==> src/rtl/sync_ram_sp_ctrl.sv <==
// Synchronous single-port RAM controller: valid/ready requests, registered read data,
// one-cycle response strobe, clear sweep on reset or request, out-of-range detection.
module sync_ram_sp_ctrl #(
    parameter int unsigned          DATA_WIDTH = 8,
    parameter int unsigned          ADDR_WIDTH = 4,
    parameter int unsigned          RAM_SIZE   = 16,
    parameter logic [DATA_WIDTH-1:0] INIT_VALUE = '0
) (
    input  logic                  clk,
    input  logic                  rst,
    input  logic                  req_valid,
    output logic                  req_ready,
    input  logic                  req_wr,
    input  logic [ADDR_WIDTH-1:0] req_addr,
    input  logic [DATA_WIDTH-1:0] req_wdata,
    input  logic                  clear_req,
    output logic                  rsp_valid,
    output logic [DATA_WIDTH-1:0] rsp_rdata,
    output logic                  rsp_err,
    output logic                  busy
);

    localparam int unsigned CMP_W = ADDR_WIDTH + 1;
    localparam int unsigned PTR_W = (RAM_SIZE > 1) ? $clog2(RAM_SIZE) : 1;
    localparam logic [ADDR_WIDTH-1:0] LAST_PTR = ADDR_WIDTH'(RAM_SIZE - 1);
    localparam logic [CMP_W-1:0]      SIZE_CMP = CMP_W'(RAM_SIZE);

    typedef enum logic {
        ST_CLEAR = 1'b0,
        ST_IDLE  = 1'b1
    } state_e;

    logic [DATA_WIDTH-1:0] mem_q [RAM_SIZE];

    state_e                state_q;
    logic [ADDR_WIDTH-1:0] clr_ptr_q;
    logic                  rsp_valid_q;
    logic                  rsp_err_q;
    logic [DATA_WIDTH-1:0] rsp_rdata_q;
    logic [DATA_WIDTH-1:0] rsp_rdata_d;

    logic                  accept;
    logic                  in_range;
    logic                  mem_we;
    logic [ADDR_WIDTH-1:0] mem_waddr;
    logic [DATA_WIDTH-1:0] mem_wdata;

    // Request decode; the sweep owns the write port whenever it is running.
    always_comb begin
        req_ready   = (state_q == ST_IDLE) && !clear_req;
        accept      = req_valid && req_ready;
        in_range    = {1'b0, req_addr} < SIZE_CMP;
        mem_we      = 1'b0;
        mem_waddr   = clr_ptr_q;
        mem_wdata   = INIT_VALUE;
        rsp_rdata_d = rsp_rdata_q;
        if (state_q == ST_CLEAR) begin
            mem_we = 1'b1;
        end else if (accept && req_wr && in_range) begin
            mem_we    = 1'b1;
            mem_waddr = req_addr;
            mem_wdata = req_wdata;
        end
        if (accept && !req_wr) begin
            rsp_rdata_d = in_range ? mem_q[PTR_W'(req_addr)] : '0;
        end
    end

    // Storage has no reset; contents are only initialised by the sweep.
    always_ff @(posedge clk) begin
        if (mem_we && !rst) begin
            mem_q[PTR_W'(mem_waddr)] <= mem_wdata;
        end
    end

    always_ff @(posedge clk or posedge rst) begin
        if (rst) begin
            state_q     <= ST_CLEAR;
            clr_ptr_q   <= '0;
            rsp_valid_q <= 1'b0;
            rsp_err_q   <= 1'b0;
            rsp_rdata_q <= '0;
        end else begin
            rsp_valid_q <= accept;
            rsp_err_q   <= accept && !in_range;
            rsp_rdata_q <= rsp_rdata_d;
            case (state_q)
                ST_CLEAR: begin
                    if (clr_ptr_q == LAST_PTR) begin
                        clr_ptr_q <= '0;
                        state_q   <= ST_IDLE;
                    end else begin
                        clr_ptr_q <= clr_ptr_q + ADDR_WIDTH'(1);
                    end
                end
                ST_IDLE: begin
                    if (clear_req) begin
                        state_q <= ST_CLEAR;
                    end
                end
            endcase
        end
    end

    assign rsp_valid = rsp_valid_q;
    assign rsp_err   = rsp_err_q;
    assign rsp_rdata = rsp_rdata_q;
    assign busy      = (state_q == ST_CLEAR);

endmodule

==> config.mk <==
export PLATFORM = sky130hd
export DESIGN_NAME = sync_ram_sp_ctrl
export DESIGN_NICKNAME = d
export VERILOG_FILES = /design/src/rtl/sync_ram_sp_ctrl.sv
export SDC_FILE = /design/constraint.sdc
export NUM_CORES = 1
export LEC_CHECK = 0
export ABC_AREA = 1
export CAP_MARGIN = 20
export CORE_MARGIN = 2
export CORE_UTILIZATION = 55
export DETAILED_ROUTE_END_ITERATION = 7
export GPL_TIMING_DRIVEN = 0
export PLACE_DENSITY = 0.74
export SLEW_MARGIN = 20
export SYNTH_ARGS = -nofsm -noshare
export SYNTH_HDL_FRONTEND = slang
export SYNTH_SLANG_ARGS = --single-unit
==> constraint.sdc <==
create_clock -name clk -period 2.1 [get_ports clk]
set_input_delay 0.42 -clock clk [delete_from_list [all_inputs] [get_ports clk]]
set_output_delay 0.42 -clock clk [all_outputs]
set_load 0.1 [all_outputs]
### Word-level counts from Yosys, hierarchy flattened

Memories as Yosys holds them, arrays and structs flattened. A register that Yosys moved wholly into a read port is not among the register bits.
Cells that the tools add are included.

| storage, ports and cells | value |
|---|---|
| bits in registers | 6 |
| RAM bits | 128 |
| memories kept | 1 |
| input port bits | 17 |
| output and inout bits | 12 |
| logic and storage cells | 27 |

Memories:

| memory | depth | width | rd ports | clocked after memory_dff | write ports | line | RTL |
|---|---|---|---|---|---|---|---|
| mem_q | 16 | 8 | 1 | 1 | 1 | 33 | `logic [DATA_WIDTH-1:0] mem_q [RAM_SIZE];` |

| operators by class | value |
|---|---|
| $add $sub $neg | 1 |
| equal/unequal tests | 1 |
| bitwise operators | 1 |
| multiplexer cells | 12 |
| reductions and logical operators | 8 |

Operators with widths:

| cell | number |
|---|---|
| two-way mux 8 bit | 2 |
| two-way mux 4 bit | 3 |
| two-way mux 1 bit | 6 |
| logical AND 1 bit | 5 |
| adder 4 x 1 -> 4 bit (second input constant) | 1 |
| equality test 4 bit (second input constant) | 1 |
| zero test 1 bit | 3 |
| one-hot mux 1 bit (2 select lines) | 1 |
| inverter 1 bit | 1 |

### Logic depth before layout (Yosys ltp)

Gate-level depths: netlist of run 1.

| logic depth | value |
|---|---|
| depth after elaboration | 9 |
| gate-level depth with buffers | 10 |
| gate-level depth less buffers | 9 |

### Worst setup path before layout of run 1

No wires, ideal clock.

| path | value |
|---|---|
| kind | reg-to-reg |
| start | register state_q |
| end | memory mem_q[7][0], enable pin |
| arrival | 2.336 ns |
| setup time | 0.370 ns |
| cell stages (with the launch flop) | 8 |
| path slack | -0.606 ns |
| data required time | 1.730 ns |
| path buffers | 1 |
| period minus slack after synthesis | 2.706 ns |
| cell sequence | dfrtp_1 inv_2 nor2_4 nand3_4 buf_6 a21oi_4 nand3_1 nor2_1 |

| on the way | value |
|---|---|
| word-level cells in the longest chain between the ends | 8 |
| elaborated cells between the ends (all ways) | 10 |
| classes of those cells | 6 x mux; 4 x reduce/logical |

RTL lines:

| element | line | RTL |
|---|---|---|
| from (decl) | 35 | `state_e state_q;` |
| from (signal assigned) | 78 | `state_q <= ST_CLEAR;` |
| from (signal assigned) | 91 | `state_q <= ST_IDLE;` |
| from (signal assigned) | 98 | `state_q <= ST_CLEAR;` |
| logical AND 1 bit * | 50 | `req_ready = (state_q == ST_IDLE) && !clear_req;` |
| named net req_ready | 12 | `output logic req_ready,` |
| logical AND 1 bit * | 51 | `accept = req_valid && req_ready;` |
| logical AND 1 bit * | 59 | `end else if (accept && req_wr && in_range) begin` |
| two-way mux 1 bit | 59 |  |
| two-way mux 1 bit | 57 | `if (state_q == ST_CLEAR) begin` |
| logical AND 1 bit | 71 | `if (mem_we && !rst) begin` |
| two-way mux 1 bit | 71 |  |
| two-way mux 1 bit (not written as such) | 72 | `mem_q[PTR_W'(mem_waddr)] <= mem_wdata;` |
| to (decl) | 33 |  |

Mark *: on every way through the listed nets, which the timed path passes. The rest lies on a longest branch.

### Final worst setup path of run 1

| path | value |
|---|---|
| start | register state_q |
| end | memory mem_q[7][0], enable pin |

| on the way | value |
|---|---|
| word-level cells in the longest chain between the ends | 8 |
| elaborated cells between the ends (all ways) | 10 |
| classes of those cells | 6 x mux; 4 x reduce/logical |

RTL lines:

| element | line |
|---|---|
| logical AND 1 bit | 50 |
| logical AND 1 bit | 51 |
| logical AND 1 bit | 59 |
| two-way mux 1 bit | 59 |
| two-way mux 1 bit | 57 |
| logical AND 1 bit | 71 |
| two-way mux 1 bit | 71 |
| two-way mux 1 bit (not written as such) | 72 |

Several ways; a longest one is shown, not always the timed one.

==> results.toml, run 1 <==
[final_layout]
mostFrequentLayoutCell = "nand2_1"
layout.nets = 708
final_util = 0.700
fin_area_sq_mm = 0.00769
syn2layout_area_growth_pct = 22.6
final_cell_mix = "nand2_1, edfxtp_1, inv_1"
diodes = 0
drive_gt1_frac = 0.128

[drt]
drc = 0
num_vias = 4534
wl_um = 15400
viasPerCell = 5.38
wl_per_cell_um = 18.3
detail_route.iter0.violations = 526
postRouteAntennaNets = 0
firstDrtPassIters = 5

[yosys]
synth_seq_cells = 142
synth_cell_types = 28
synth_cells = 637
synth_warnings = 0
synth_top_area_cell = "edfxtp_1"
syn-num-nets = 655
seq_area_frac_synth = 0.669
synth_area_per_cell_sq_um = 9.84
syn_area_sq_mm = 0.00627
synth_top_area_share = 0.613
synth_area_leaders = "edfxtp_1, nand2_1, nand3_1, inv_1, dfrtp_1"

[clock_network]
numClockSinks = 142
path_clk_slew_ns = 0.06
root_buffer = "clkbuf_16"
cts-hold-fix-buffers = 0
cts_buffer_depth = 2
cts.htree.levels = 4
clock_latency_ns = 0.42
tritoncts = "yes"
cts_made_buffers = 17

[power_and_ir_drop]
power_leakage_nw = 3.37
power_mw = 8.89
irDropWorstVdd_v = 0.000825
power.density_mw_per_mm2 = 1160

[worst_setup_path]
crit_path_start = "state_q$_DFF_PP0_"
r2r-start = "state_q$_DFF_PP0_"
end_kind = "flip-flop"
reg2regPathDepth = 7
required_ns = 2.19
critPathKind = "flip-flop to flip-flop"
start_kind = "flip-flop"
critPathArrivalTime_ns = 2.16
reg2reg_to = "mem_q[7][0]$_DFFE_PP_"
ff2ff_setup_slack_ns = 0.04
crit_path_max_fanout = 8

[grt]
grt_overflow_total = 0
grt_pass1_wl_um = 23600
first_global_vias = 4486
grt_antenna_before_repair = 0
grt_start_max_net_pins = 17
globalRouteTotalUtil = 0.260

[timing]
setup_viol = 0
max_freq_mhz = 484
hold_slack_ns = 0.296
report.final.slew_viol_count = 0
post-route-period-util = 0.983
hold_viol = 0
fin_skew_ns = 0.00704
slew_headroom = 0.358
period_needed_ns = 2.06
rsz0062_at_grt = "yes"
worstMarginPinSlew_ns = 0.967

[status]
status = "finished, final reports clean"

[min_path]
min_to = "state_q$_DFF_PP0_"
hp-start = "clear_req"
hold_class = "primary input to flip-flop"
whs_path_depth = 2

[run]
drv_cap = 0

[placed_design]
port_buffers = 24
gp_congestion = 0.939
place_area_sq_mm = 0.00687
dp_hpwl_um = 10300

[die]
coreArea_sq_mm = 0.0110
die_x_um = 111
row_count = 38
io_pins = 29
dieArea_sq_mm = 0.0123
start_util = 0.571
die_h_um = 111
sequential cells by signal (all words and copies together), names as in the netlist:
register	count
clr_ptr_q	4
mem_q	128
rsp_rdata	8
rsp_valid	1
state_q	1
where the power goes:
group / internal (mW) / switching (mW) / total, mW
Combinational: 0.500 / 1.58 / 2.08
Sequential: 3.39 / 0.114 / 3.50
Clock: 2.21 / 1.10 / 3.31
Total: 6.10 / 2.79 / 8.89
critical path, stage by stage, from the launching register on:
cell     delay [ns]
dfrtp_2        0.42
inv_8          0.06
nor2_4         0.12
nand3_4        0.15
buf_12         0.16
o21ai_2        0.26
nand3_2        0.27
nor2_4         0.30
per-stage QoR:
| stage | instances | setup TNS (ns) | setup slack (ns) |
|---|---|---|---|
| floorplan | 637 | -54.18 | -0.454 |
| global placement | 801 | -124.94 | -0.704 |
| detailed placement | 802 | -92.19 | -0.554 |
| CTS | 837 | 0 | 0.0184 |
| global route | 843 | -2.38 | -0.0609 |
| finish | 843 | 0 | 0.0351 |
worst max path at each step:
stage,endpoint,slack (ns),depth (start not counted)
CTS,req_ready,0.02,3
global route,mem_q[3][3]$_DFFE_PP_,-0.06,9
detailed placement,mem_q[11][4]$_DFFE_PP_,-0.55,7
finish,mem_q[7][0]$_DFFE_PP_,0.04,7
floorplan,mem_q[10][0]$_DFFE_PP_,-0.45,7
global placement,mem_q[1][4]$_DFFE_PP_,-0.70,5
kinds of logic after synthesis:
logic type / after synthesis / synth area share
and+or+nand+nor: 339 / 0.228
AOI/OAI and AO/OA: 8 / 0.00938
xor gates and xnor gates: 1 / 0.00140
adders and majority gates: 1 / 0.00200
DFF: 142 / 0.669
buffers and inverters: 145 / 0.0900
other: 1 / 0.000598
routing by layer:
layer / wire (um) / up-vias / GRT usage
met3: 1330 / 28 / 0.0694
met5: 0 / - / 0
li1: - / 2142 / -
met2: 7570 / 209 / 0.423
met4: 354 / 0 / 0.103
met1: 6170 / 2155 / 0.335
cell usage after synthesis, drive strengths merged:
library cell,count
inv,118
clkbuf,14
buf,12
o21ai,5
xor2,1
nor3,1
nand2,208
a211oi,1
clkinv,1
a21oi,1
o22ai,1
nor2,29
nand3,99
edfxtp,128
conb,1
nand3b,1
dfrtp,14
nand4,1
ha,1
timing repair:
action,CTS,global route
pin swaps,3,10
setup endpoints to repair,131,164
setup buffers,3,6
resized for setup,19,15
area by class of cell:
class                      count  area (sq um)
fill                         785          3300
multi-input combinational    350          1710
clock buffer                  19           433
tap                          140           175
buffer                        26           133
sequential                   142          4200
timing repair buffer          34           369
clock inverter                13           218
inverter                     119           454
Power figures use the tool's default switching activity.
==> run 2, diff against run 1 <==
- MAX_ROUTING_LAYER: not set -> met4
==> run 2 against run 1 <==
  * Sequential share of layout area increased by 0.098 points
  * Non-clock buffer count rose by 4
  * Sequential power about the same
  * Design area shrank 0.18%
  * Clock power fell by 5%
  * Flip-flop and latch count unchanged
  * Total power down 2.0%
  * Maximum frequency is 0.87% higher
  * Worst hold slack better by 0.0065 ns
  * Largest cell class unchanged
  * Largest power group unchanged
==> results.toml, run 2 (same netlist as run 1, synthesis figures left out) <==
[worst_setup_path]
critPathKind = "primary input to flip-flop"
end_kind = "flip-flop"
ff2ff_setup_slack_ns = 0.05
crit_path_max_fanout = 10
required_ns = 2.19
crit_family = "buffers and inverters"
cp_num_cells = 7
crit_buf_inv = 4
reg2regPathDepth = 8
cpMaxStageDelayCell = "clkdlybuf4s50_1"
reg2reg_to = "mem_q[8][3]$_DFFE_PP_"
r2r-start = "state_q$_DFF_PP0_"
cp_slowest_stage_delay_ns = 0.51
crit_chain = "clkdlybuf4s50_1 > clkbuf_4 > buf_4 > o21ai_2 > inv_1 > nand2_4 > nor2_4"
critPathArrivalTime_ns = 2.14
start_kind = "primary input"
crit_path_start = "req_addr[0]"

[grt]
grt_pass1_wl_um = 23500
grt_start_max_net_pins = 17
grt_antenna_before_repair = 0
first_global_vias = 4452
grt_overflow_total = 0
globalRouteTotalUtil = 0.264

[final_layout]
drive_gt1_frac = 0.137
layout.nets = 712
nFillCells = 784
syn2layout_area_growth_pct = 22.4
mostFrequentLayoutCell = "nand2_1"
multi_input_area_sq_mm = 0.00171
regMostFlops = "mem_q"
diodes = 0
largest_reg_flops = 128
final_util = 0.699
finalNonFillerCells = 847
final_cell_mix = "nand2_1, edfxtp_1, inv_1"
seqCellArea_sq_mm = 0.00420
fin_area_sq_mm = 0.00767

[clock_network]
cts_buffer_depth = 2
clock_latency_ns = 0.41
numClockSinks = 142
root_buffer = "clkbuf_16"
cts-hold-fix-buffers = 0
cts.htree.levels = 4
cts_made_buffers = 17
path_clk_slew_ns = 0.06
tritoncts = "yes"

[die]
coreArea_sq_mm = 0.0110
die_x_um = 111
start_util = 0.571
io_pins = 29
die_h_um = 111
row_count = 38
dieArea_sq_mm = 0.0123

[run]
drv_cap = 0

[timing]
slew_headroom = 0.360
worstMarginPinSlew_ns = 0.963
setup_viol = 0
worst_slack_ns = 0.0529
fin_skew_ns = 0.00517
period_needed_ns = 2.05
setup_tns_ns = 0
hold_viol = 0
max_freq_mhz = 489
report.final.slew_viol_count = 0
rsz0062_at_grt = "yes"
post-route-period-util = 0.975
hold_slack_ns = 0.302

[min_path]
hp-start = "clear_req"
min_to = "state_q$_DFF_PP0_"
hold_class = "primary input to flip-flop"
whs_path_depth = 2

[power_and_ir_drop]
power_leakage_nw = 3.36
irDropWorstVdd_v = 0.000718
power_mw = 8.71
power.density_mw_per_mm2 = 1130

[drt]
postRouteAntennaNets = 0
detail_route.iter0.violations = 446
viasPerCell = 5.39
firstDrtPassIters = 5
num_vias = 4567
drc = 0
wl_um = 15100
wl_per_cell_um = 17.8

[placed_design]
dp_hpwl_um = 10000
gp_congestion = 0.900
port_buffers = 24
pre_cts_slack_ns = -0.542
place_area_sq_mm = 0.00686
dp.cells = 801

[status]
status = "finished, final reports clean"
run 2: cell types whose count changed in the layout (fill, tap and decap cells not counted), sizes merged:
cell / previous run / this run
clkdlybuf4s15: 4 / 3
clkbuf: 34 / 33
dlygate4sd2: 7 / 8
clkinv: 6 / 7
bufinv: 6 / 4
clkinvlp: 1 / 3
buf: 21 / 25
run 2: layout make-up:
| type | instances | area share |
|---|---|---|
| flip-flops and latches | 142 | 0.547 |
| multi-input cells | 350 | 0.223 |
| inverters | 119 | 0.0592 |
| clock buffers | 18 | 0.0559 |
| repair buffers | 38 | 0.0497 |
| clock inverters | 14 | 0.0250 |
| well taps | 140 | 0.0228 |
| plain buffers | 26 | 0.0171 |
run 2: how the worst max path moves through the flow:
stage,slack [ns],to
5_1_grt,-0.05,mem_q[8][2]$_DFFE_PP_
3_3_place_gp,-0.73,mem_q[1][4]$_DFFE_PP_
3_5_place_dp,-0.54,mem_q[15][3]$_DFFE_PP_
4_1_cts,0.004,mem_q[12][3]$_DFFE_PP_
6_report,0.05,mem_q[3][5]$_DFFE_PP_
2_1_floorplan,-0.45,mem_q[10][0]$_DFFE_PP_
run 2: what timing repair did:
item,4_1_cts,5_1_grt
pin swaps,4,12
resized for setup,20,12
setup buffers,4,10
endpoints found under the setup margin,143,159
run 2: metal layers:
| layer | track usage | vias up | part of all wire |
|---|---|---|---|
| met3 | 0.0607 | 36 | 0.084 |
| met5 | - | - | 0 |
| met4 | 0.0908 | 0 | 0.026 |
| li1 | - | 2147 | - |
| met1 | 0.345 | 2169 | 0.40 |
| met2 | 0.415 | 215 | 0.49 |
run 2: power by group:
part | total [mW] | leakage, nW | switching (mW) | internal [mW]
clock network | 3.13 | 0.294 | 1.14 | 1.99
logic | 2.08 | 1.58 | 1.57 | 0.513
registers | 3.49 | 1.48 | 0.109 | 3.38
total | 8.71 | 3.36 | 2.82 | 5.88
run 2: worst register-to-register path: cells and delay by family, from the launching register on:
family | cells | cell delay [ns]
buffers and inverters | 3 | 0.38
AO/OA/AOI/OAI | 1 | 0.24
flip-flops | 1 | 0.42
AND/OR/NAND/NOR | 4 | 0.67
